File: src/rtl/exe_stage_pkg.sv
// Shared execute-stage definitions: ALU command codes, NZCV bit positions
// and the EX/MEM pipeline bundle.
package exe_stage_pkg;

    typedef enum logic [3:0] {
        CMD_MOV = 4'b0001,
        CMD_ADD = 4'b0010,
        CMD_ADC = 4'b0011,
        CMD_SUB = 4'b0100,
        CMD_SBC = 4'b0101,
        CMD_AND = 4'b0110,
        CMD_ORR = 4'b0111,
        CMD_EOR = 4'b1000,
        CMD_MVN = 4'b1001
    } exe_cmd_e;

    localparam int N_BIT = 3;
    localparam int Z_BIT = 2;
    localparam int C_BIT = 1;
    localparam int V_BIT = 0;

    typedef struct packed {
        logic [31:0] alu_result;
        logic [31:0] st_val;
        logic [3:0]  dest;
        logic        wb_en;
        logic        mem_r_en;
        logic        mem_w_en;
    } ex_mem_t;

    // Only arithmetic commands are allowed to touch C and V.
    function automatic logic is_arith(input logic [3:0] cmd);
        return cmd inside {CMD_ADD, CMD_ADC, CMD_SUB, CMD_SBC};
    endfunction

endpackage

File: src/rtl/exe_stage_alu.sv
// Combinational ALU: result plus NZCV; for non-arithmetic commands
// C follows c_in and V reads 0 (the stage keeps the old V).
module alu
    import exe_stage_pkg::*;
(
    input  logic [31:0] a,
    input  logic [31:0] b,
    input  logic [3:0]  cmd,
    input  logic        c_in,
    output logic [31:0] result,
    output logic [3:0]  nzcv_out
);

    logic [32:0] sum;
    logic        c;
    logic        v;

    always_comb begin
        result = '0;
        sum    = '0;
        c      = c_in;
        v      = 1'b0;
        case (cmd)
            CMD_MOV: result = b;
            CMD_MVN: result = ~b;
            CMD_AND: result = a & b;
            CMD_ORR: result = a | b;
            CMD_EOR: result = a ^ b;
            CMD_ADD, CMD_ADC: begin
                sum = {1'b0, a} + {1'b0, b};
                if (cmd == CMD_ADC) begin
                    sum = sum + {32'b0, c_in};
                end
                result = sum[31:0];
                c      = sum[32];
                v      = (a[31] == b[31]) && (sum[31] != a[31]);
            end
            CMD_SUB, CMD_SBC: begin
                // a - b - borrow as a + ~b + carry, so C is NOT borrow
                sum = {1'b0, a} + {1'b0, ~b};
                if (cmd == CMD_SUB) begin
                    sum = sum + 33'd1;
                end else begin
                    sum = sum + {32'b0, c_in};
                end
                result = sum[31:0];
                c      = sum[32];
                v      = (a[31] != b[31]) && (sum[31] != a[31]);
            end
            default: result = '0;
        endcase
    end

    assign nzcv_out = {result[31], (result == 32'd0), c, v};

endmodule

File: src/rtl/exe_stage.sv
// Execute stage: ALU, NZCV status register, branch target adder and the
// EX/MEM pipeline register with flush/freeze control.
module exe_stage
    import exe_stage_pkg::*;
(
    input  logic        clk,
    input  logic        rst,
    input  logic        freeze,
    input  logic        flush,
    input  logic [3:0]  exe_cmd,
    input  logic        s_bit,
    input  logic        wb_en,
    input  logic        mem_r_en,
    input  logic        mem_w_en,
    input  logic        is_branch,
    input  logic [3:0]  dest,
    input  logic [31:0] pc,
    input  logic [31:0] val_rn,
    input  logic [31:0] val2,
    input  logic [31:0] val_rm,
    input  logic [23:0] imm24,
    output logic [31:0] alu_result_o,
    output logic [31:0] st_val_o,
    output logic [3:0]  dest_o,
    output logic        wb_en_o,
    output logic        mem_r_en_o,
    output logic        mem_w_en_o,
    output logic [3:0]  status_o,
    output logic        branch_taken_o,
    output logic [31:0] branch_addr_o
);

    ex_mem_t     ex_mem_d;
    ex_mem_t     ex_mem_q;
    logic [3:0]  status_d;
    logic [3:0]  status_q;
    logic [31:0] alu_res;
    logic [3:0]  alu_nzcv;

    alu u_alu (
        .a        (val_rn),
        .b        (val2),
        .cmd      (exe_cmd),
        .c_in     (status_q[C_BIT]),
        .result   (alu_res),
        .nzcv_out (alu_nzcv)
    );

    always_comb begin
        ex_mem_d = ex_mem_q;
        status_d = status_q;
        if (flush) begin
            ex_mem_d = '0;
        end else if (!freeze) begin
            ex_mem_d.alu_result = alu_res;
            ex_mem_d.st_val     = val_rm;
            ex_mem_d.dest       = dest;
            ex_mem_d.wb_en      = wb_en;
            ex_mem_d.mem_r_en   = mem_r_en;
            ex_mem_d.mem_w_en   = mem_w_en;
            if (s_bit) begin
                status_d[N_BIT] = alu_nzcv[N_BIT];
                status_d[Z_BIT] = alu_nzcv[Z_BIT];
                if (is_arith(exe_cmd)) begin
                    status_d[C_BIT] = alu_nzcv[C_BIT];
                    status_d[V_BIT] = alu_nzcv[V_BIT];
                end
            end
        end
    end

    always_ff @(posedge clk or posedge rst) begin
        if (rst) begin
            ex_mem_q <= '0;
            status_q <= '0;
        end else begin
            ex_mem_q <= ex_mem_d;
            status_q <= status_d;
        end
    end

    assign alu_result_o   = ex_mem_q.alu_result;
    assign st_val_o       = ex_mem_q.st_val;
    assign dest_o         = ex_mem_q.dest;
    assign wb_en_o        = ex_mem_q.wb_en;
    assign mem_r_en_o     = ex_mem_q.mem_r_en;
    assign mem_w_en_o     = ex_mem_q.mem_w_en;
    assign status_o       = status_q;
    assign branch_taken_o = is_branch;
    assign branch_addr_o  = pc + {{6{imm24[23]}}, imm24, 2'b00};

endmodule

File: config.mk
export PLATFORM = sky130hd
export DESIGN_NAME = exe_stage
export DESIGN_NICKNAME = d
export VERILOG_FILES = /design/src/rtl/exe_stage_pkg.sv /design/src/rtl/exe_stage_alu.sv /design/src/rtl/exe_stage.sv
export SDC_FILE = /design/constraint.sdc
export NUM_CORES = 1
export LEC_CHECK = 0
export ABC_AREA = 1
export CAP_MARGIN = 20
export CELL_PAD_IN_SITES_DETAIL_PLACEMENT = 0
export CELL_PAD_IN_SITES_GLOBAL_PLACEMENT = 1
export CORE_ASPECT_RATIO = 0.7
export CORE_UTILIZATION = 48
export CTS_CLUSTER_DIAMETER = 100
export DETAILED_ROUTE_END_ITERATION = 7
export DONT_BUFFER_PORTS = 1
export GPL_ROUTABILITY_DRIVEN = 0
export PLACE_DENSITY = 0.95
export REMOVE_ABC_BUFFERS = 1
export SLEW_MARGIN = 20
export SYNTH_ARGS = -nofsm -noshare
export SYNTH_HDL_FRONTEND = slang
export SYNTH_SLANG_ARGS = --single-unit
File: constraint.sdc
create_clock -name clk -period 4.5 [get_ports clk]
set_clock_uncertainty 0.15 [all_clocks]
set_input_delay 0.45 -clock clk [delete_from_list [all_inputs] [get_ports clk]]
set_output_delay 0.45 -clock clk [all_outputs]
set_load 0.1 [all_outputs]
Word level (Yosys, flattened, before mapping)
Index checks and enable logic that the tools add are counted.
W data, S select, Z words.
{ "classes": {"shifts": 0, "addsub": 6, "n_mux": 9, "order_cmp": 0, "bitwise_logic": 6, "n_reduce_logical": 10, "n_eq_ne": 14, "mul": 0, "div": 0} }
{ "op_table": {"columns": ["op", "count"], "rows": [
  ["$pmux W32 S7", 1],
  ["$mux W71", 2],
  ["$mux W33", 4],
  ["$add A32 B32 Y33", 2],
  ["$add A33 B1 Y33", 2],
  ["$add A33 B1 Y33 const B", 1],
  ["$add A32 B32 Y32", 1],
  ["$and A32 B32 Y32", 1],
  ["$logic_not A32 Y1", 1],
  ["$not A32 Y32", 1],
  ["$or A32 B32 Y32", 1],
  ["$xor A32 B32 Y32", 1],
  ["$eq A4 B3 Y1 const B", 4],
  ["$eq A4 B2 Y1 const B", 2],
  ["$eq A4 B4 Y1 const B", 2],
  ["$reduce_and A5 Y1", 1],
  ["$eq A4 B1 Y1 const B", 1],
  ["$pmux W1 S2", 2],
  ["$reduce_and A4 Y1", 1],
  ["$reduce_bool A4 Y1", 1],
  ["$reduce_or A2 Y1", 2],
  ["$ne A1 B1 Y1", 3],
  ["$reduce_and A3 Y1", 1],
  ["$logic_and A1 B1 Y1", 2],
  ["other kinds (4)", 5]
]} }
{ "totals": {"regBits": 75, "rom_bits": 0, "ramBits": 0, "in_bits": 169, "n_memories": 0, "latch_bits": 0} }

Longest topological paths before layout
Gate-level depths: netlist (run 1).
{ "logic_depth": {"ltp_word": 8, "ltp_mapped": 29} }

Hierarchy
From an unflattened synthesis (run 1), not the netlist that was laid out.
{ "hier_totals": {"hier_cells": 2767, "hier_area_um2": 15137.0} }
{ "modules_own_cells": {"columns": ["module", "n_inst", "area_each_um2", "seq_area_each_um2", "cells_each"], "rows": [
  ["alu", 1, 9969.6, 0.0, 1998],
  ["exe_stage", 1, 5167.5, 1876.8, 769]
]} }

Worst setup path after synthesis (run 1)
Ideal clock, no wire load.
{ "synth_path": {"path_kind": "input-to-output", "start": "in pc[2]", "end": "out branch_addr_o[28]", "t_required_ns": 3.900, "t_arrival_ns": 4.066, "path_buffers": 0, "path_stages": 20, "path_slack_ns": -0.166, "path_cell_list": "ha_1 > inv_1 > fa_1 > o21ai_0 > nand2_1 > nand2_1 > nand2_1 > nand2_1 > nand2_1 > nand2_1 > nand2_1 > nand2_1 > nand2_1 > nand2_1 > a21boi_0 > o21a_1 > o21ai_0 > nand3_1 > nand2_1 > xor2_1"} }
{ "synth_between": {"elab_chain_len": 1} }
{ "synth_rtl": {"columns": ["element", "line", "rtl"], "rows": [
  ["start: declaration", "exe_stage.sv:17", "input logic [31:0] pc,"],
  ["$add A32 B32 Y32", "exe_stage.sv:90", "assign branch_addr_o = pc + {{6{imm24[23]}}, imm24, 2'b00};"],
  ["end: declaration", "exe_stage.sv:30", "output logic [31:0] branch_addr_o"]
]} }
Every way passes these cells.

Final worst setup path (run 1)
Ends and elaborated chain as after synthesis.

==> flow_summary.html, run 1 <==
<table>
<tr><th>Metric</th><th>Value</th></tr>
<tr><th colspan="2">Run status</th></tr>
<tr><td>Run status</td><td>finished, final reports clean</td></tr>
<tr><th colspan="2">Clock tree</th></tr>
<tr><td>Clock latency on the worst-skew pair</td><td>0.33 ns</td></tr>
<tr><td>CTS sink cnt</td><td>75</td></tr>
<tr><td>H-tree level count</td><td>3</td></tr>
<tr><td>Clock Root Buffer</td><td>sky130_fd_sc_hd__clkbuf_16</td></tr>
<tr><td>Maximum clock insertion buffer count</td><td>2</td></tr>
<tr><td>TritonCTS clock tree</td><td>built</td></tr>
<tr><td>TritonCTS Buffers</td><td>9</td></tr>
<tr><td>Clock transition at the register clock pins on the worst setup and hold paths after CTS</td><td>0.06 ns</td></tr>
<tr><th colspan="2">Floorplan</th></tr>
<tr><td>Die area</td><td>0.03025 sq mm</td></tr>
<tr><td>Number of placement rows</td><td>52</td></tr>
<tr><td>Die boundary height</td><td>145.8 um</td></tr>
<tr><td>Die width</td><td>207.4 um</td></tr>
<tr><td>Placeable core area</td><td>0.02895 sq mm</td></tr>
<tr><td>Count of pins on the block boundary</td><td>277</td></tr>
<tr><td>Effective utilization at floorplan</td><td>48.98%</td></tr>
<tr><th colspan="2">STA</th></tr>
<tr><td>Period Utilization, post-route</td><td>90.14%</td></tr>
<tr><td>Final number of max-transition violations</td><td>0</td></tr>
<tr><td>Final Hold Violating Endpoints</td><td>0</td></tr>
<tr><td>Maximum clock frequency</td><td>0.2465 GHz</td></tr>
<tr><td>Headroom to the max-slew limit</td><td>21.54%</td></tr>
<tr><td>Worst slew pin tran</td><td>1.176 ns</td></tr>
<tr><td>RSZ-0062 raised after global routing</td><td>false</td></tr>
<tr><td>Fin crit period</td><td>4.056 ns</td></tr>
<tr><td>Total of endpoints with negative setup slack in the final report</td><td>0</td></tr>
<tr><td>Hold slack</td><td>0.08039 ns</td></tr>
<tr><th colspan="2">Synth</th></tr>
<tr><td>Post-synthesis cell count</td><td>2,547</td></tr>
<tr><td>Flops &amp; latches, synth</td><td>75</td></tr>
<tr><td>Sequential fraction of the synthesis area</td><td>13.23%</td></tr>
<tr><td>Synth Cell Area</td><td>0.01418 sq mm</td></tr>
<tr><td>Count of synthesis-stage warnings from yosys</td><td>0</td></tr>
<tr><td>Number of enable flip-flop cells after synthesis</td><td>0</td></tr>
<tr><td>Share of flip-flops with an asynchronous set or reset</td><td>100.0%</td></tr>
<tr><td>Avg Cell Area, Syn</td><td>5.568 sq um</td></tr>
<tr><td>Synth Flop Type</td><td>sky130_fd_sc_hd__dfrtp_1</td></tr>
<tr><td>Count of cell types in the netlist</td><td>50</td></tr>
<tr><th colspan="2">Detailed routing</th></tr>
<tr><td>DRT antenna net count</td><td>0</td></tr>
<tr><td>DR vias/cell</td><td>5.675</td></tr>
<tr><td>Post-Route WL</td><td>52.27 mm</td></tr>
<tr><td>First-iteration detailed-routing DRC count</td><td>2,136</td></tr>
<tr><td>Remaining routing DRC violations</td><td>0</td></tr>
<tr><td>Detail-routed net length per standard cell</td><td>17.94 um</td></tr>
<tr><td>Overall via count from detail_route</td><td>16,540</td></tr>
<tr><td>Number of iterations in the first detailed-routing pass</td><td>8</td></tr>
<tr><th colspan="2">Power and ir drop</th></tr>
<tr><td>IR Drop Worst-Case VDD</td><td>0.2118 mV</td></tr>
<tr><td>PwrDens</td><td>268.9 mW/mm^2</td></tr>
<tr><td>Reported leakage power</td><td>8.498 nW</td></tr>
<tr><td>Total power</td><td>0.004076 W</td></tr>
<tr><th colspan="2">Worst setup path</th></tr>
<tr><td>Critical path startpoint category</td><td>primary input</td></tr>
<tr><td>Required arrival time at the worst endpoint</td><td>3.90 ns</td></tr>
<tr><td>Worst path arrival time</td><td>3.46 ns</td></tr>
<tr><td>Type of the worst setup path</td><td>primary input to output port</td></tr>
<tr><td>Kind of capture point of the worst setup path</td><td>output port</td></tr>
<tr><td>Max Fanout on Critical Path</td><td>3</td></tr>
<tr><th colspan="2">Global route</th></tr>
<tr><td>First-pass GRT wire length</td><td>81.25 mm</td></tr>
<tr><td>Maximum number of pins on one net before global-route repair</td><td>73</td></tr>
<tr><td>Total gr overflow</td><td>0</td></tr>
<tr><td>Initial antenna violation count</td><td>1</td></tr>
<tr><td>Total GRT Usage</td><td>33.55%</td></tr>
<tr><td>Number of global-route vias before repair</td><td>14,870</td></tr>
<tr><th colspan="2">Finish</th></tr>
<tr><td>Antenna fix cells</td><td>0</td></tr>
<tr><td>Synthesis-to-finish area growth</td><td>6.882%</td></tr>
<tr><td>Number of nets in the final layout</td><td>2,846</td></tr>
<tr><td>Fraction of final layout cells sized beyond drive strength 1</td><td>8.596%</td></tr>
<tr><td>Core Util, Final</td><td>52.35%</td></tr>
<tr><th colspan="2">Placed design</th></tr>
<tr><td>Final HPWL DP</td><td>44.11 mm</td></tr>
<tr><td>Input/output buffers</td><td>0</td></tr>
<tr><th colspan="2">Min path</th></tr>
<tr><td>Type of the most critical hold path</td><td>primary input to register</td></tr>
<tr><th colspan="2">Flow run</th></tr>
<tr><td>Max-capacitance violation count</td><td>0</td></tr>
</table>
==> cell families (layout without fill, tap and decap cells) <==
family / after synthesis / count (layout) / share of synthesized area (%)
compound gates: 264 / 264 / 10.95
xor+xnor: 33 / 33 / 2.038
fa+ha+maj: 146 / 146 / 13.04
buf+inv: 452 / 441 / 12.87
flops: 75 / 75 / 13.23
simple gates: 1577 / 1577 / 47.86
==> Yosys cell counts, types with 6 or more instances <==
| cell | instances | area [sq um] |
|---|---|---|
| sky130_fd_sc_hd__nand2_1 | 898 | 3371 |
| sky130_fd_sc_hd__inv_1 | 355 | 1333 |
| sky130_fd_sc_hd__nand3_1 | 280 | 1401 |
| sky130_fd_sc_hd__nor2_1 | 241 | 904.6 |
| sky130_fd_sc_hd__ha_1 | 143 | 1789 |
| sky130_fd_sc_hd__a21oi_1 | 78 | 390.4 |
| sky130_fd_sc_hd__dfrtp_1 | 75 | 1877 |
| sky130_fd_sc_hd__o21ai_0 | 73 | 365.4 |
| sky130_fd_sc_hd__o22ai_1 | 44 | 275.3 |
| sky130_fd_sc_hd__nand2_2 | 41 | 256.5 |
| sky130_fd_sc_hd__nand4_1 | 31 | 193.9 |
| sky130_fd_sc_hd__clkbuf_1 | 30 | 112.6 |
| sky130_fd_sc_hd__xor2_1 | 26 | 227.7 |
| sky130_fd_sc_hd__nor2_2 | 25 | 156.4 |
| sky130_fd_sc_hd__a211oi_1 | 24 | 180.2 |
| sky130_fd_sc_hd__nor3_1 | 20 | 100.1 |
| sky130_fd_sc_hd__buf_2 | 19 | 95.09 |
| sky130_fd_sc_hd__inv_2 | 19 | 71.32 |
| sky130_fd_sc_hd__nand3_2 | 15 | 150.1 |
| sky130_fd_sc_hd__buf_4 | 10 | 75.07 |
| sky130_fd_sc_hd__nor2_4 | 10 | 112.6 |
| sky130_fd_sc_hd__o21bai_1 | 9 | 67.56 |
| sky130_fd_sc_hd__a21oi_2 | 8 | 70.07 |
| sky130_fd_sc_hd__buf_6 | 8 | 90.09 |
| sky130_fd_sc_hd__xnor2_1 | 7 | 61.31 |
| sky130_fd_sc_hd__o211ai_1 | 6 | 45.04 |
==> final timing paths <==
check / startpoint / endpoint / slack (ns) / cells past startpoint
worst max-delay path: pc[2] / branch_addr_o[28] / 0.44 / 21
worst min-delay path: val_rm[6] / st_val_o[6] / 0.08 / 2
worst max register to register: status_o[1] / status_o[2] / 0.89 / 25
worst min register to register: status_o[1] / status_o[1] / 0.88 / 4
max in group asynchronous: rst / st_val_o[14] / 2.68 / 3
min in group asynchronous: rst / alu_result_o[1] / 0.51 / 2
==> cell type report <==
class / instances / area (sq um)
flip-flops and latches: 75 / 1877
well taps: 378 / 473.0
multi-input cells: 2020 / 10700
inverters: 382 / 1443
repair buffers: 43 / 387.9
clock inverters: 5 / 37.54
clock buffers: 11 / 242.7
fillers: 3104 / 13800
==> critical path, cell delays in order <==
cell,delay (ns)
sky130_fd_sc_hd__ha_1,0.15
sky130_fd_sc_hd__inv_1,0.05
sky130_fd_sc_hd__fa_1,0.43
sky130_fd_sc_hd__o21ai_0,0.26
sky130_fd_sc_hd__nand2_1,0.08
sky130_fd_sc_hd__nand2_1,0.07
sky130_fd_sc_hd__nand2_1,0.05
sky130_fd_sc_hd__nand2_1,0.11
sky130_fd_sc_hd__nand2_1,0.06
sky130_fd_sc_hd__nand2_1,0.13
sky130_fd_sc_hd__nand2_1,0.07
sky130_fd_sc_hd__nand2_1,0.12
sky130_fd_sc_hd__nand2_1,0.07
sky130_fd_sc_hd__nand2_1,0.12
sky130_fd_sc_hd__a21boi_0,0.22
sky130_fd_sc_hd__o21a_1,0.27
sky130_fd_sc_hd__o21ai_1,0.17
sky130_fd_sc_hd__nand3_1,0.10
sky130_fd_sc_hd__nand2_1,0.11
sky130_fd_sc_hd__xor2_2,0.19
sky130_fd_sc_hd__buf_12,0.20
==> state kept, by name (all words and copies together), names as in the netlist <==
name          count
dest_o            4
mem_w_en_o        1
st_val_o         32
mem_r_en_o        1
wb_en_o           1
alu_result_o     32
status_o          4
==> report_power, final <==
group	internal (W)	switching, W
clock	0.000391	0.000296
combinational	0.000599	0.00172
sequential	0.000711	0.000359
total	0.00170	0.00237
==> cell usage in the layout, fill, tap and decap left out, types with 9 or more instances in the layout <==
master                      Yosys  layout
sky130_fd_sc_hd__nand2_1      898     898
sky130_fd_sc_hd__inv_1        355     354
sky130_fd_sc_hd__nand3_1      280     280
sky130_fd_sc_hd__nor2_1       241     240
sky130_fd_sc_hd__ha_1         143     143
sky130_fd_sc_hd__a21oi_1       78      78
sky130_fd_sc_hd__dfrtp_1       75      75
sky130_fd_sc_hd__o21ai_0       73      72
sky130_fd_sc_hd__o22ai_1       44      44
sky130_fd_sc_hd__nand2_2       41      41
sky130_fd_sc_hd__buf_4         10      37
sky130_fd_sc_hd__nand4_1       31      31
sky130_fd_sc_hd__nor2_2        25      25
sky130_fd_sc_hd__a211oi_1      24      24
sky130_fd_sc_hd__xor2_2         0      23
sky130_fd_sc_hd__nor3_1        20      20
sky130_fd_sc_hd__inv_2         19      19
sky130_fd_sc_hd__nand3_2       15      15
sky130_fd_sc_hd__nor2_4        10      11
sky130_fd_sc_hd__o21bai_1       9       9
sky130_fd_sc_hd__clkbuf_16      0       9
==> routing by layer <==
metal	global-route usage [%]	part of all wire, %
met1	49.22	45
met2	50.37	42
met3	6.452	12
met4	7.500	2.2
met5	0	0
==> repair_timing <==
item / in CTS / in global routing
hold buffers: 1 / 0
resized for setup: 0 / 1
endpoints found under the hold margin: 35 / 0
setup buffers: 0 / 0
endpoints found under the setup margin: 0 / 1
==> per-stage QoR <==
step                std cells  area [sq um]  setup WS [ns]  TNS [ns]
floorplan                2477         13800        -0.1665   -0.1859
global placement         2896         14850         0.3781         0
detailed placement       2897         14870         0.3608         0
CTS                      2914         15160         0.3525         0
global route             2914         15160        0.06501         0
finish                   2914         15160         0.4438         0
(Power assumes the default switching activity.)
==> run 2, diff against run 1 <==
- ABC_CLOCK_PERIOD_IN_PS: not set -> 4500
==> results of run 2 <==
The final DEF is identical to that of run 1; final timing and power are the same.
